[config.mk]
export PLATFORM = sky130hd
export DESIGN_NAME = cv32e40p_wb_buffer
export DESIGN_NICKNAME = d
export VERILOG_FILES = /design/src/rtl/cv32e40p_pkg.sv /design/src/rtl/cv32e40p_wb_fwd_lookup.sv /design/src/rtl/cv32e40p_wb_buffer.sv
export SDC_FILE = /design/constraint.sdc
export NUM_CORES = 1
export LEC_CHECK = 0
export ABC_CLOCK_PERIOD_IN_PS = 4600
export CELL_PAD_IN_SITES_DETAIL_PLACEMENT = 1
export CELL_PAD_IN_SITES_GLOBAL_PLACEMENT = 1
export CORE_MARGIN = 8
export CORE_UTILIZATION = 25
export CTS_BUF_LIST = sky130_fd_sc_hd__clkbuf_2 sky130_fd_sc_hd__clkbuf_4 sky130_fd_sc_hd__clkbuf_8
export DETAILED_ROUTE_END_ITERATION = 7
export DONT_BUFFER_PORTS = 1
export PLACE_DENSITY_LB_ADDON = 0.1
export REMOVE_ABC_BUFFERS = 1
export SLEW_MARGIN = 10
export SYNTH_ARGS = -nofsm -noshare
export SYNTH_HDL_FRONTEND = slang
export SYNTH_SLANG_ARGS = --single-unit
[constraint.sdc]
create_clock -name clk -period 4.6 [get_ports clk]
set_clock_uncertainty 0.15 [all_clocks]
set_input_delay 0.23 -clock clk [delete_from_list [all_inputs] [get_ports clk]]
set_output_delay 0.23 -clock clk [all_outputs]
set_load 0.01 [all_outputs]
[src/rtl/cv32e40p_pkg.sv]
// Shared types and constants for the CV32E40P write-back buffer.
// Holds the FIFO entry layout, the depth ceiling and the push-qualification helper.
package cv32e40p_pkg;

  localparam int WB_BUF_DEPTH_MAX = 8;
  localparam int WB_ADDR_W        = 6;
  localparam int WB_DATA_W        = 32;
  localparam int WB_RPORTS        = 3;

  typedef struct packed {
    logic                 valid;
    logic [WB_ADDR_W-1:0] waddr;
    logic [WB_DATA_W-1:0] wdata;
  } wb_entry_t;

  // x0 is hardwired to zero, so writes to it never occupy an entry.
  function automatic logic wb_write_req(input logic we, input logic [WB_ADDR_W-1:0] waddr);
    return we && (waddr != '0);
  endfunction

endpackage

[src/rtl/cv32e40p_wb_fwd_lookup.sv]
// Youngest-match search over the pending write-back entries for one read port.
// entries_i is age ordered: index 0 is the oldest entry, index DEPTH-1 the youngest slot.
module cv32e40p_wb_fwd_lookup
  import cv32e40p_pkg::*;
#(
  parameter int DEPTH = 4
) (
  input  wb_entry_t [DEPTH-1:0] entries_i,
  input  logic [WB_ADDR_W-1:0]  raddr_i,
  output logic                  hit_o,
  output logic [WB_DATA_W-1:0]  data_o
);

  // Later matches overwrite earlier ones, so the youngest matching entry wins.
  always_comb begin
    hit_o  = 1'b0;
    data_o = '0;
    if (raddr_i != '0) begin
      for (int i = 0; i < DEPTH; i++) begin
        if (entries_i[i].valid && (entries_i[i].waddr == raddr_i)) begin
          hit_o  = 1'b1;
          data_o = entries_i[i].wdata;
        end
      end
    end
  end

endmodule

[src/rtl/cv32e40p_wb_buffer.sv]
// Write-back buffer between EX and the register file: dual-push FIFO with forwarding lookup.
// Optional feature macro CV32E40P_WB_FWD_EN: forward pending data instead of stalling ID.
module cv32e40p_wb_buffer
  import cv32e40p_pkg::*;
#(
  parameter int DEPTH = 4
) (
  input  logic        clk,
  input  logic        rst_n,
  input  logic        alu_we_i,
  input  logic [5:0]  alu_waddr_i,
  input  logic [31:0] alu_wdata_i,
  input  logic        lsu_we_i,
  input  logic [5:0]  lsu_waddr_i,
  input  logic [31:0] lsu_wdata_i,
  output logic        wb_ready_o,
  input  logic        rf_ready_i,
  output logic        rf_we_o,
  output logic [5:0]  rf_waddr_o,
  output logic [31:0] rf_wdata_o,
  input  logic [17:0] raddr_i,
  output logic [2:0]  fwd_hit_o,
  output logic [95:0] fwd_data_o,
  output logic        raw_stall_o,
  output logic [3:0]  occupancy_o
);

  localparam int         PTR_W     = $clog2(DEPTH);
  localparam logic [3:0] DEPTH_CNT = 4'(DEPTH);

  if ((DEPTH < 2) || (DEPTH > WB_BUF_DEPTH_MAX)) begin : g_bad_depth
    $error("cv32e40p_wb_buffer: DEPTH must be within 2..WB_BUF_DEPTH_MAX");
  end

  function automatic logic [PTR_W-1:0] ptr_next(input logic [PTR_W-1:0] p);
    return (p == PTR_W'(DEPTH - 1)) ? '0 : p + 1'b1;
  endfunction

  wb_entry_t [DEPTH-1:0] entries_q, entries_d;
  wb_entry_t [DEPTH-1:0] age_view;
  logic [PTR_W-1:0]      wr_ptr_q, wr_ptr_d;
  logic [PTR_W-1:0]      rd_ptr_q, rd_ptr_d;
  logic [PTR_W-1:0]      slot1_ptr, age_idx;
  logic [3:0]            count_q, count_d;
  logic [3:0]            free_cnt;
  logic                  lsu_req, alu_req;
  logic                  lsu_push, alu_push, pop;
  wb_entry_t             lsu_entry, alu_entry;

  // Handshake: EX may present writes only while wb_ready_o is high; the
  // register file consumes the head entry on a cycle with rf_we_o & rf_ready_i.
  always_comb begin
    lsu_req   = wb_write_req(lsu_we_i, lsu_waddr_i);
    alu_req   = wb_write_req(alu_we_i, alu_waddr_i);
    free_cnt  = DEPTH_CNT - count_q;
    // Room is judged on registered state; writes beyond the free slots are dropped.
    lsu_push  = lsu_req && (free_cnt != 4'd0);
    alu_push  = alu_req && (free_cnt > (lsu_push ? 4'd1 : 4'd0));
    pop       = (count_q != 4'd0) && rf_ready_i;
    lsu_entry = '{valid: 1'b1, waddr: lsu_waddr_i, wdata: lsu_wdata_i};
    alu_entry = '{valid: 1'b1, waddr: alu_waddr_i, wdata: alu_wdata_i};
    slot1_ptr = ptr_next(wr_ptr_q);

    entries_d = entries_q;
    wr_ptr_d  = wr_ptr_q;
    rd_ptr_d  = rd_ptr_q;

    if (pop) begin
      entries_d[rd_ptr_q].valid = 1'b0;
      rd_ptr_d                  = ptr_next(rd_ptr_q);
    end

    // LSU is the older write, so it takes the first free slot.
    if (lsu_push) begin
      entries_d[wr_ptr_q] = lsu_entry;
      if (alu_push) begin
        entries_d[slot1_ptr] = alu_entry;
        wr_ptr_d             = ptr_next(slot1_ptr);
      end else begin
        wr_ptr_d = slot1_ptr;
      end
    end else if (alu_push) begin
      entries_d[wr_ptr_q] = alu_entry;
      wr_ptr_d            = slot1_ptr;
    end

    count_d = count_q + {3'b000, lsu_push} + {3'b000, alu_push} - {3'b000, pop};
  end

  always_ff @(posedge clk or negedge rst_n) begin
    if (!rst_n) begin
      entries_q <= '0;
      wr_ptr_q  <= '0;
      rd_ptr_q  <= '0;
      count_q   <= '0;
    end else begin
      entries_q <= entries_d;
      wr_ptr_q  <= wr_ptr_d;
      rd_ptr_q  <= rd_ptr_d;
      count_q   <= count_d;
    end
  end

  assign wb_ready_o  = (free_cnt >= 4'd2);
  assign occupancy_o = count_q;
  assign rf_we_o     = (count_q != 4'd0);
  assign rf_waddr_o  = rf_we_o ? entries_q[rd_ptr_q].waddr : '0;
  assign rf_wdata_o  = rf_we_o ? entries_q[rd_ptr_q].wdata : '0;

  // Rotate storage so the lookup sees entries oldest-first starting at the head.
  always_comb begin
    age_idx = rd_ptr_q;
    for (int i = 0; i < DEPTH; i++) begin
      age_view[i] = entries_q[age_idx];
      age_idx     = ptr_next(age_idx);
    end
  end

  logic [2:0]  lookup_hit;
  logic [95:0] lookup_data;

  for (genvar g = 0; g < WB_RPORTS; g++) begin : g_lookup
    cv32e40p_wb_fwd_lookup #(
      .DEPTH (DEPTH)
    ) u_lookup (
      .entries_i (age_view),
      .raddr_i   (raddr_i[g*WB_ADDR_W +: WB_ADDR_W]),
      .hit_o     (lookup_hit[g]),
      .data_o    (lookup_data[g*WB_DATA_W +: WB_DATA_W])
    );
  end

`ifdef CV32E40P_WB_FWD_EN
  assign fwd_hit_o   = lookup_hit;
  assign fwd_data_o  = lookup_data;
  assign raw_stall_o = 1'b0;
`else
  logic unused_lookup_data;
  assign unused_lookup_data = ^lookup_data;
  assign fwd_hit_o   = '0;
  assign fwd_data_o  = '0;
  assign raw_stall_o = |lookup_hit;
`endif

`ifndef SYNTHESIS
  a_no_push_when_not_ready : assert property (
    @(posedge clk) disable iff (!rst_n) (lsu_req || alu_req) |-> wb_ready_o
  );
`endif

endmodule

==> impl_summary.log, run 1 <==
INFO  metric outcome = completed
INFO  metric mostFrequentLayoutCell = sky130_fd_sc_hd__dfrtp_1
INFO  metric number_of_antenna_violations_at_the_first_check_in_global_routing = 5
INFO  metric fp.dieH = 228.6 µm
INFO  metric post_cts_resized = 0
INFO  metric timing.reg2reg.setup_slack = 370 ps
INFO  metric final_hold_viol_count = 0
INFO  metric port-buffer-count = 0
INFO  metric final_design_area_no_fill = 13220 µm²
INFO  metric grt_first_pass_wirelength = 68210 µm
INFO  metric top_level_ports = 243
INFO  metric synth_enable_flop_cells = 0
INFO  metric routed_via_density = 5.023
INFO  metric cell_internal_pwr = 0.005765 W
INFO  metric synth.yosys.warnings = 0
INFO  metric setup.worst_path.class = reg2reg
INFO  metric hold_buffers = 118
INFO  metric synth-main-ff-cell = sky130_fd_sc_hd__dfrtp_1
INFO  metric cts_tree = done
INFO  metric min-delay-path-class = in2reg
INFO  metric clock_power_share = 11.4%
INFO  metric synth.ff_latch_count = 164
INFO  metric combinationalPowerShare = 63.2%
INFO  metric async_reset_ff_share = 100.0%
INFO  metric cts_setup_buffers = 0
INFO  metric finalCoreUtilization = 29.39%
INFO  metric final-instance-count-excl-fill = 1764
INFO  metric number_of_cell_rows = 78
INFO  metric first_global_vias = 9745
INFO  metric switching_share = 45.48%
INFO  metric slew_headroom = 34.79%
INFO  metric critical_path.endpoint_type = flop
INFO  metric route.antenna.remaining_nets = 0
INFO  metric hold_path_end = wr_ptr_q[0]
INFO  metric die_area = 52250 µm²
INFO  metric worst-endpoint-arrival = 4470 ps
INFO  metric worst_pin_slew = 978.2 ps
INFO  metric syn-mean-instance-area = 10.50 µm²
INFO  metric clock_sink_count = 164
INFO  metric die_width = 228.6 µm
INFO  metric rsz0062_at_grt = false
INFO  metric gpl.final_weighted_congestion = 0.8215
INFO  metric critical_path.reg2reg.endpoint = entries_q[24]
INFO  metric detailedPlace.worstSlack = 753.1 ps
INFO  metric crit_fanout = 17
INFO  metric layout_common_cells = 162 x sky130_fd_sc_hd__dfrtp_1, 117 x sky130_fd_sc_hd__dlygate4sd3_1, 99 x sky130_fd_sc_hd__conb_1
INFO  metric post_synth_instance_area = 11300 µm²
INFO  metric drv.max_cap_violation_count = 0
INFO  metric static-leakage-power = 5.696 nW
INFO  metric detailed_place_hpwl = 28770 µm
INFO  metric sequential_share_of_power = 25.3%
INFO  metric area_delta_synth_final = 17.04%
INFO  metric vias = 8860
INFO  metric timing.final.crit_period = 4226 ps
INFO  metric placed_cells = 1615
INFO  metric clock-root-buffer = sky130_fd_sc_hd__clkbuf_8
INFO  metric worst_slack = 374.2 ps
INFO  metric grt_max_degree = 165
INFO  metric drt_iter0_markers = 531
INFO  metric initial_utilization = 25.11%
INFO  metric coreArea = 44990 µm²
INFO  metric crit_required = 4850 ps
INFO  metric worst_hold_path.num_cells = 4
INFO  metric r2r-start = occupancy_o[1]
INFO  metric pwr_dens = 799.7 nW/µm²
INFO  metric cts_inserted_buffers = 17
INFO  metric clock_insertion_delay_worst_skew = 490 ps
INFO  metric cts.reportedPaths.clkPinSlew = 90 ps
INFO  metric htreeDepth = 4
INFO  metric clk_path_buf_depth = 2
INFO  metric hold_path_startpoint = alu_we_i
INFO  metric seq_area_frac_synth = 36.32%
INFO  metric ff2ff_path_depth = 14
INFO  metric drive_above_1_share = 14.88%
INFO  metric overflow = 0
INFO  metric number_of_standard_cells_after_synthesis = 1076
INFO  metric p_sw = 0.004809 W
INFO  metric totalWireLength = 45570 µm
INFO  metric startpoint_type = flop
INFO  metric avgRoutedWirePerCell = 25.83 µm
INFO  metric remaining_drcs = 0
INFO  metric yosys.cell_types.count = 62
INFO  metric timing.final.max_slew_violations = 0
INFO  metric final_net_count = 1269
INFO  metric period_share = 91.87%
INFO  metric fmax = 0.2366 GHz
INFO  metric timing.final.setup_violations = 0
INFO  metric overall_power = 0.01057 W
INFO  metric drt_pre_antenna_iters = 5
INFO  metric worst_ir_drop_vdd = 279.5 µV
INFO  metric place_area = 11600 µm²
INFO  metric global_route.usage.total = 17.22%
[routing by layer]
metal  vias up  part of all wire [%]  GRT usage [%]
li1       3902                     -              -
met1      4684                    45          22.16
met2       223                    49          29.16
met3        45                   4.9          3.301
met4         6                   1.5          4.712
met5         -                 0.068              0
[power by group through the flow]
stage,clock [W],combinational (W),sequential (W)
after global placement,0,0.00650,0.00270
after floorplan,0,0.00447,0.00264
after CTS,0.00126,0.00682,0.00268
after detailed placement,0,0.00654,0.00271
after global routing,0.00129,0.00729,0.00277
final,0.00121,0.00669,0.00268
[area by class of cell]
class	instances	area, µm²
fillers	5048	31770
multi-input cells	758	6240
flip-flops and latches	164	4109
repair buffers	147	1454
well taps	600	750.7
clock buffers	20	269.0
inverters	64	242.7
clock inverters	10	156.4
diodes	1	2.502
[critical path, stage by stage (launching register included)]
cell and delay, ps:
sky130_fd_sc_hd__dfrtp_1 510, sky130_fd_sc_hd__inv_1 130, sky130_fd_sc_hd__ha_1 200, sky130_fd_sc_hd__nor2b_1 130, sky130_fd_sc_hd__xnor2_1 150, sky130_fd_sc_hd__nand3_1 120, sky130_fd_sc_hd__and3_1 210, sky130_fd_sc_hd__ha_1 270
sky130_fd_sc_hd__nor2_1 220, sky130_fd_sc_hd__o211ai_4 150, sky130_fd_sc_hd__buf_4 250, sky130_fd_sc_hd__nor2_2 760, sky130_fd_sc_hd__a22oi_1 200, sky130_fd_sc_hd__dlygate4sd3_1 590, sky130_fd_sc_hd__o21ai_0 80
[Yosys cell counts, drive strengths merged (2+ instances only)]
library cell | instances | area [µm²]
o21ai | 51 | 255.3
a22oi | 45 | 337.8
and2 | 34 | 212.7
a21oi | 13 | 76.33
xnor2 | 55 | 508.0
nand4 | 6 | 37.54
xor2 | 28 | 245.2
nor2 | 22 | 92.59
mux4 | 44 | 991.0
a222oi | 5 | 50.05
mux2i | 35 | 350.3
nand2 | 26 | 97.59
nand3 | 5 | 25.02
or4 | 3 | 22.52
inv | 64 | 242.7
o41ai | 3 | 26.28
a22o | 74 | 648.1
clkbuf | 40 | 150.1
a21o | 76 | 570.6
o221a | 34 | 382.9
ha | 17 | 212.7
o22ai | 2 | 12.51
nor4 | 7 | 43.79
nor3 | 3 | 15.01
or3 | 35 | 219.0
mux2 | 13 | 146.4
dfrtp | 164 | 4104
buf | 148 | 1012
a211oi | 2 | 15.01
[cells by family after synthesis]
group / synth area share, %
AND/OR/NAND/NOR: 7.099
other: 0.03319
adder cells (fa/ha/maj): 2.060
XOR/XNOR: 6.667
buffers and inverters: 12.44
AO/OA/AOI/OAI: 22.22
multiplexers: 13.17
flip-flops: 36.32
[stage by stage]
stage               setup TNS (ps)  hold slack [ps]
global route                     0            149.0
finish                           0            123.6
floorplan                    -7696           -215.6
detailed placement               0           -209.3
global placement                 0           -208.2
CTS                              0            84.42
[state kept, by name, summed over array words and instances, names as in the netlist]
register and flops:
entries_q 156, occupancy_o 4, rd_ptr_q 2, wr_ptr_q 2
[worst max path at each step]
stage                    from       endpoint  slack (ps)  cells past startpoint
6_report       occupancy_o[1]  entries_q[24]         370                     14
5_1_grt        occupancy_o[1]  entries_q[17]          40                     14
4_1_cts        occupancy_o[1]  entries_q[24]         330                     14
3_5_place_dp   occupancy_o[1]  entries_q[75]         750                     13
3_3_place_gp   occupancy_o[1]  entries_q[71]         790                     13
2_1_floorplan     rd_ptr_q[0]    raw_stall_o       -1840                     10
Power figures use the tool's default switching activity.
==> inputs of run 2 (changes only) <==
--- a/config.mk
+++ b/config.mk
@@ -5,14 +5,14 @@
 export SDC_FILE = /design/constraint.sdc
 export NUM_CORES = 1
 export LEC_CHECK = 0
-export ABC_CLOCK_PERIOD_IN_PS = 4600
+export ABC_CLOCK_PERIOD_IN_PS = 3910
+export BUFFER_PORTS_ARGS = -buffer_cell sky130_fd_sc_hd__buf_2
 export CELL_PAD_IN_SITES_DETAIL_PLACEMENT = 1
 export CELL_PAD_IN_SITES_GLOBAL_PLACEMENT = 1
 export CORE_MARGIN = 8
 export CORE_UTILIZATION = 25
 export CTS_BUF_LIST = sky130_fd_sc_hd__clkbuf_2 sky130_fd_sc_hd__clkbuf_4 sky130_fd_sc_hd__clkbuf_8
 export DETAILED_ROUTE_END_ITERATION = 7
-export DONT_BUFFER_PORTS = 1
 export PLACE_DENSITY_LB_ADDON = 0.1
 export REMOVE_ABC_BUFFERS = 1
 export SLEW_MARGIN = 10
==> constraint.sdc (replaced) <==
create_clock -name clk -period 3.91 [get_ports clk]
set_clock_uncertainty 0.15 [all_clocks]
set_input_delay 0.1955 -clock clk [delete_from_list [all_inputs] [get_ports clk]]
set_output_delay 0.1955 -clock clk [all_outputs]
set_load 0.01 [all_outputs]
==> run 2 against run 1 <==
  * Routed wire length decreased by 2.6%
  * Combinational power increased by 27%
  * Total power rose by 23%
  * Die area unchanged
  * Maximum frequency up 15%
  * Clock power is 16% higher
  * Register-to-register slack worse by 150 ps
  * Count of clock-buffer cells in the layout fell by 1
  * Global-route usage is 0.50 points lower
  * Non-clock buffer count grew 158
  * Hold slack got worse by 9.2 ps
  * Critical endpoint is now entries_q[136]
  * Flip-flop and latch count unchanged
==> impl_summary.log, run 2 (synthesis gave the netlist of run 1 again) <==
INFO  metric startpoint_type = flop
INFO  metric cts_inserted_buffers = 17
INFO  metric critical_path.slowest_cell = sky130_fd_sc_hd__dlygate4sd3_1
INFO  metric timing.final.max_slew_violations = 0
INFO  metric r2r-start = occupancy_o[1]
INFO  metric hold_path_startpoint = rf_ready_i
INFO  metric ff2ff_path_depth = 15
INFO  metric die_width = 228.6 µm
INFO  metric cts.reportedPaths.clkPinSlew = 100 ps
INFO  metric clock_insertion_delay_worst_skew = 470 ps
INFO  metric highest_signal_layer = met4
INFO  metric max_ffs_per_register = 156
INFO  metric grt_first_pass_wirelength = 68140 µm
INFO  metric final_hold_viol_count = 0
INFO  metric coreArea = 44990 µm²
INFO  metric cts_tree = done
INFO  metric final_design_area_no_fill = 14100 µm²
INFO  metric outcome = completed
INFO  metric drive_above_1_share = 25.62%
INFO  metric final_net_count = 1427
INFO  metric critical_path.reg2reg.endpoint = entries_q[136]
INFO  metric clock-root-buffer = sky130_fd_sc_hd__clkbuf_8
INFO  metric cts_setup_buffers = 0
INFO  metric worst_hold_path.num_cells = 4
INFO  metric rsz0062_at_grt = false
INFO  metric worst_ir_drop_vdd = 335.6 µV
INFO  metric slew_headroom = 34.00%
INFO  metric area_delta_synth_final = 24.76%
INFO  metric layout_common_cells = 161 x sky130_fd_sc_hd__dfrtp_1, 142 x sky130_fd_sc_hd__buf_2, 115 x sky130_fd_sc_hd__dlygate4sd3_1
INFO  metric vias = 9332
INFO  metric mostFrequentLayoutCell = sky130_fd_sc_hd__dfrtp_1
INFO  metric gpl.final_weighted_congestion = 0.8153
INFO  metric route.antenna.remaining_nets = 0
INFO  metric die_area = 52250 µm²
INFO  metric place_area = 12470 µm²
INFO  metric detailroute.wirelength.met2 = 22260 µm
INFO  metric pwr_dens = 926.0 nW/µm²
INFO  metric critPathMaxStageDelay = 550 ps
INFO  metric htreeDepth = 4
INFO  metric routed_via_density = 4.850
INFO  metric period_share = 94.30%
INFO  metric min-delay-path-class = in2reg
INFO  metric drv.max_cap_violation_count = 0
INFO  metric initial_utilization = 25.11%
INFO  metric crit_required = 4120 ps
INFO  metric timing.critical_path.buf_inv = 4
INFO  metric fp.dieH = 228.6 µm
INFO  metric detailed_place_hpwl = 29820 µm
INFO  metric timing.final.setup_violations = 0
INFO  metric avgRoutedWirePerCell = 23.07 µm
INFO  metric port-buffer-count = 143
INFO  metric setup.worst_path.class = reg2reg
INFO  metric number_of_cell_rows = 78
INFO  metric drt_iter0_markers = 507
INFO  metric number_of_antenna_violations_at_the_first_check_in_global_routing = 1
INFO  metric crit_fanout = 24
INFO  metric remaining_drcs = 0
INFO  metric overflow = 0
INFO  metric global_route.usage.total = 16.72%
INFO  metric hold_path_end = rd_ptr_q[0]
INFO  metric timing.final.crit_period = 3687 ps
INFO  metric fin_tns_setup = 0 ps
INFO  metric grt_max_degree = 72
INFO  metric critical_path.endpoint_type = flop
INFO  metric first_global_vias = 10329
INFO  metric clock_sink_count = 164
INFO  metric worst_pin_slew = 989.9 ps
INFO  metric nFillCells = 5103
INFO  metric worst-endpoint-arrival = 3890 ps
INFO  metric top_level_ports = 243
INFO  metric cp_cell_sequence = inv_2 > ha_1 > nor2b_2 > xnor2_1 > nand3_1 > and3_1 > ha_1 > nor2_2 > o211ai_4 > nor2_2 > buf_4 > a22o_1 > buf_12 > o221a_2 > dlygate4sd3_1
INFO  metric clk_path_buf_depth = 2
INFO  metric largest_register = entries_q
INFO  metric finalHoldWorstSlack = 114.4 ps
INFO  metric totalWireLength = 44390 µm
INFO  metric wl_met1 = 20290 µm
INFO  metric timing.reg2reg.setup_slack = 220 ps
INFO  metric fmax = 0.2712 GHz
INFO  metric static-leakage-power = 6.354 nW
INFO  metric crit_family = buffers and inverters
INFO  metric drt_pre_antenna_iters = 4
INFO  metric detailroute.wirelength.met3 = 1266 µm
[run 2: worst register-to-register path: cells and delay by family, from the launching register on]
family,cells,cell delay [ps]
XOR/XNOR,1,130
buffers and inverters,4,980
adder cells (fa/ha/maj),2,480
AO/OA/AOI/OAI,3,830
flip-flops,1,430
AND/OR/NAND/NOR,5,580
[run 2: worst max-delay path by stage]
stage,slack (ps),start,cells past startpoint,end
detailed placement,350,occupancy_o[1],13,entries_q[28]
global route,20,occupancy_o[1],15,entries_q[136]
finish,220,occupancy_o[1],15,entries_q[136]
CTS,30,rd_ptr_q[0],12,raw_stall_o
global placement,380,occupancy_o[1],13,entries_q[31]
floorplan,-2500,rd_ptr_q[0],10,raw_stall_o
[run 2: final cells by class]
type	count	area, µm²	share of cell area (%)
Antenna cell	1	2.502	0.01775
Clock buffer	19	261.5	1.855
Clock inverter	13	173.9	1.234
Inverter	64	242.7	1.722
Multi-Input combinational cell	758	6251	44.35
Sequential cell	164	4110	29.16
Tap cell	600	750.7	5.326
Timing Repair Buffer	305	2303	16.34
[run 2: per-layer routing]
layer,up-vias,track usage [%]
li1,4215,-
met1,4912,21.91
met2,176,28.82
met3,29,2.482
met4,0,3.569
met5,-,0
[run 2: report_power, final]
group / switching [W] / internal (W)
clock network: 0.000725 / 0.000676
registers: 0.000597 / 0.00254
logic: 0.00449 / 0.00403
total: 0.00581 / 0.00724
[run 2: timing repair]
item | CTS | global route
hold buffers | 115 | 0
endpoints found under the setup margin | 0 | 39
hold endpoints to repair | 212 | 0
resized for setup | 0 | 12
[run 2: per-stage QoR]
stage               instances  utilization [%]  total power [W]  worst slack (ps)
floorplan                 986                -         0.008368             -2498
global placement         1776            27.71          0.01145             381.6
detailed placement       1776            27.71          0.01154             346.4
CTS                      1923            31.24          0.01322             32.35
global route             1924            31.33          0.01405             21.39
finish                   1924            31.33          0.01305             222.9
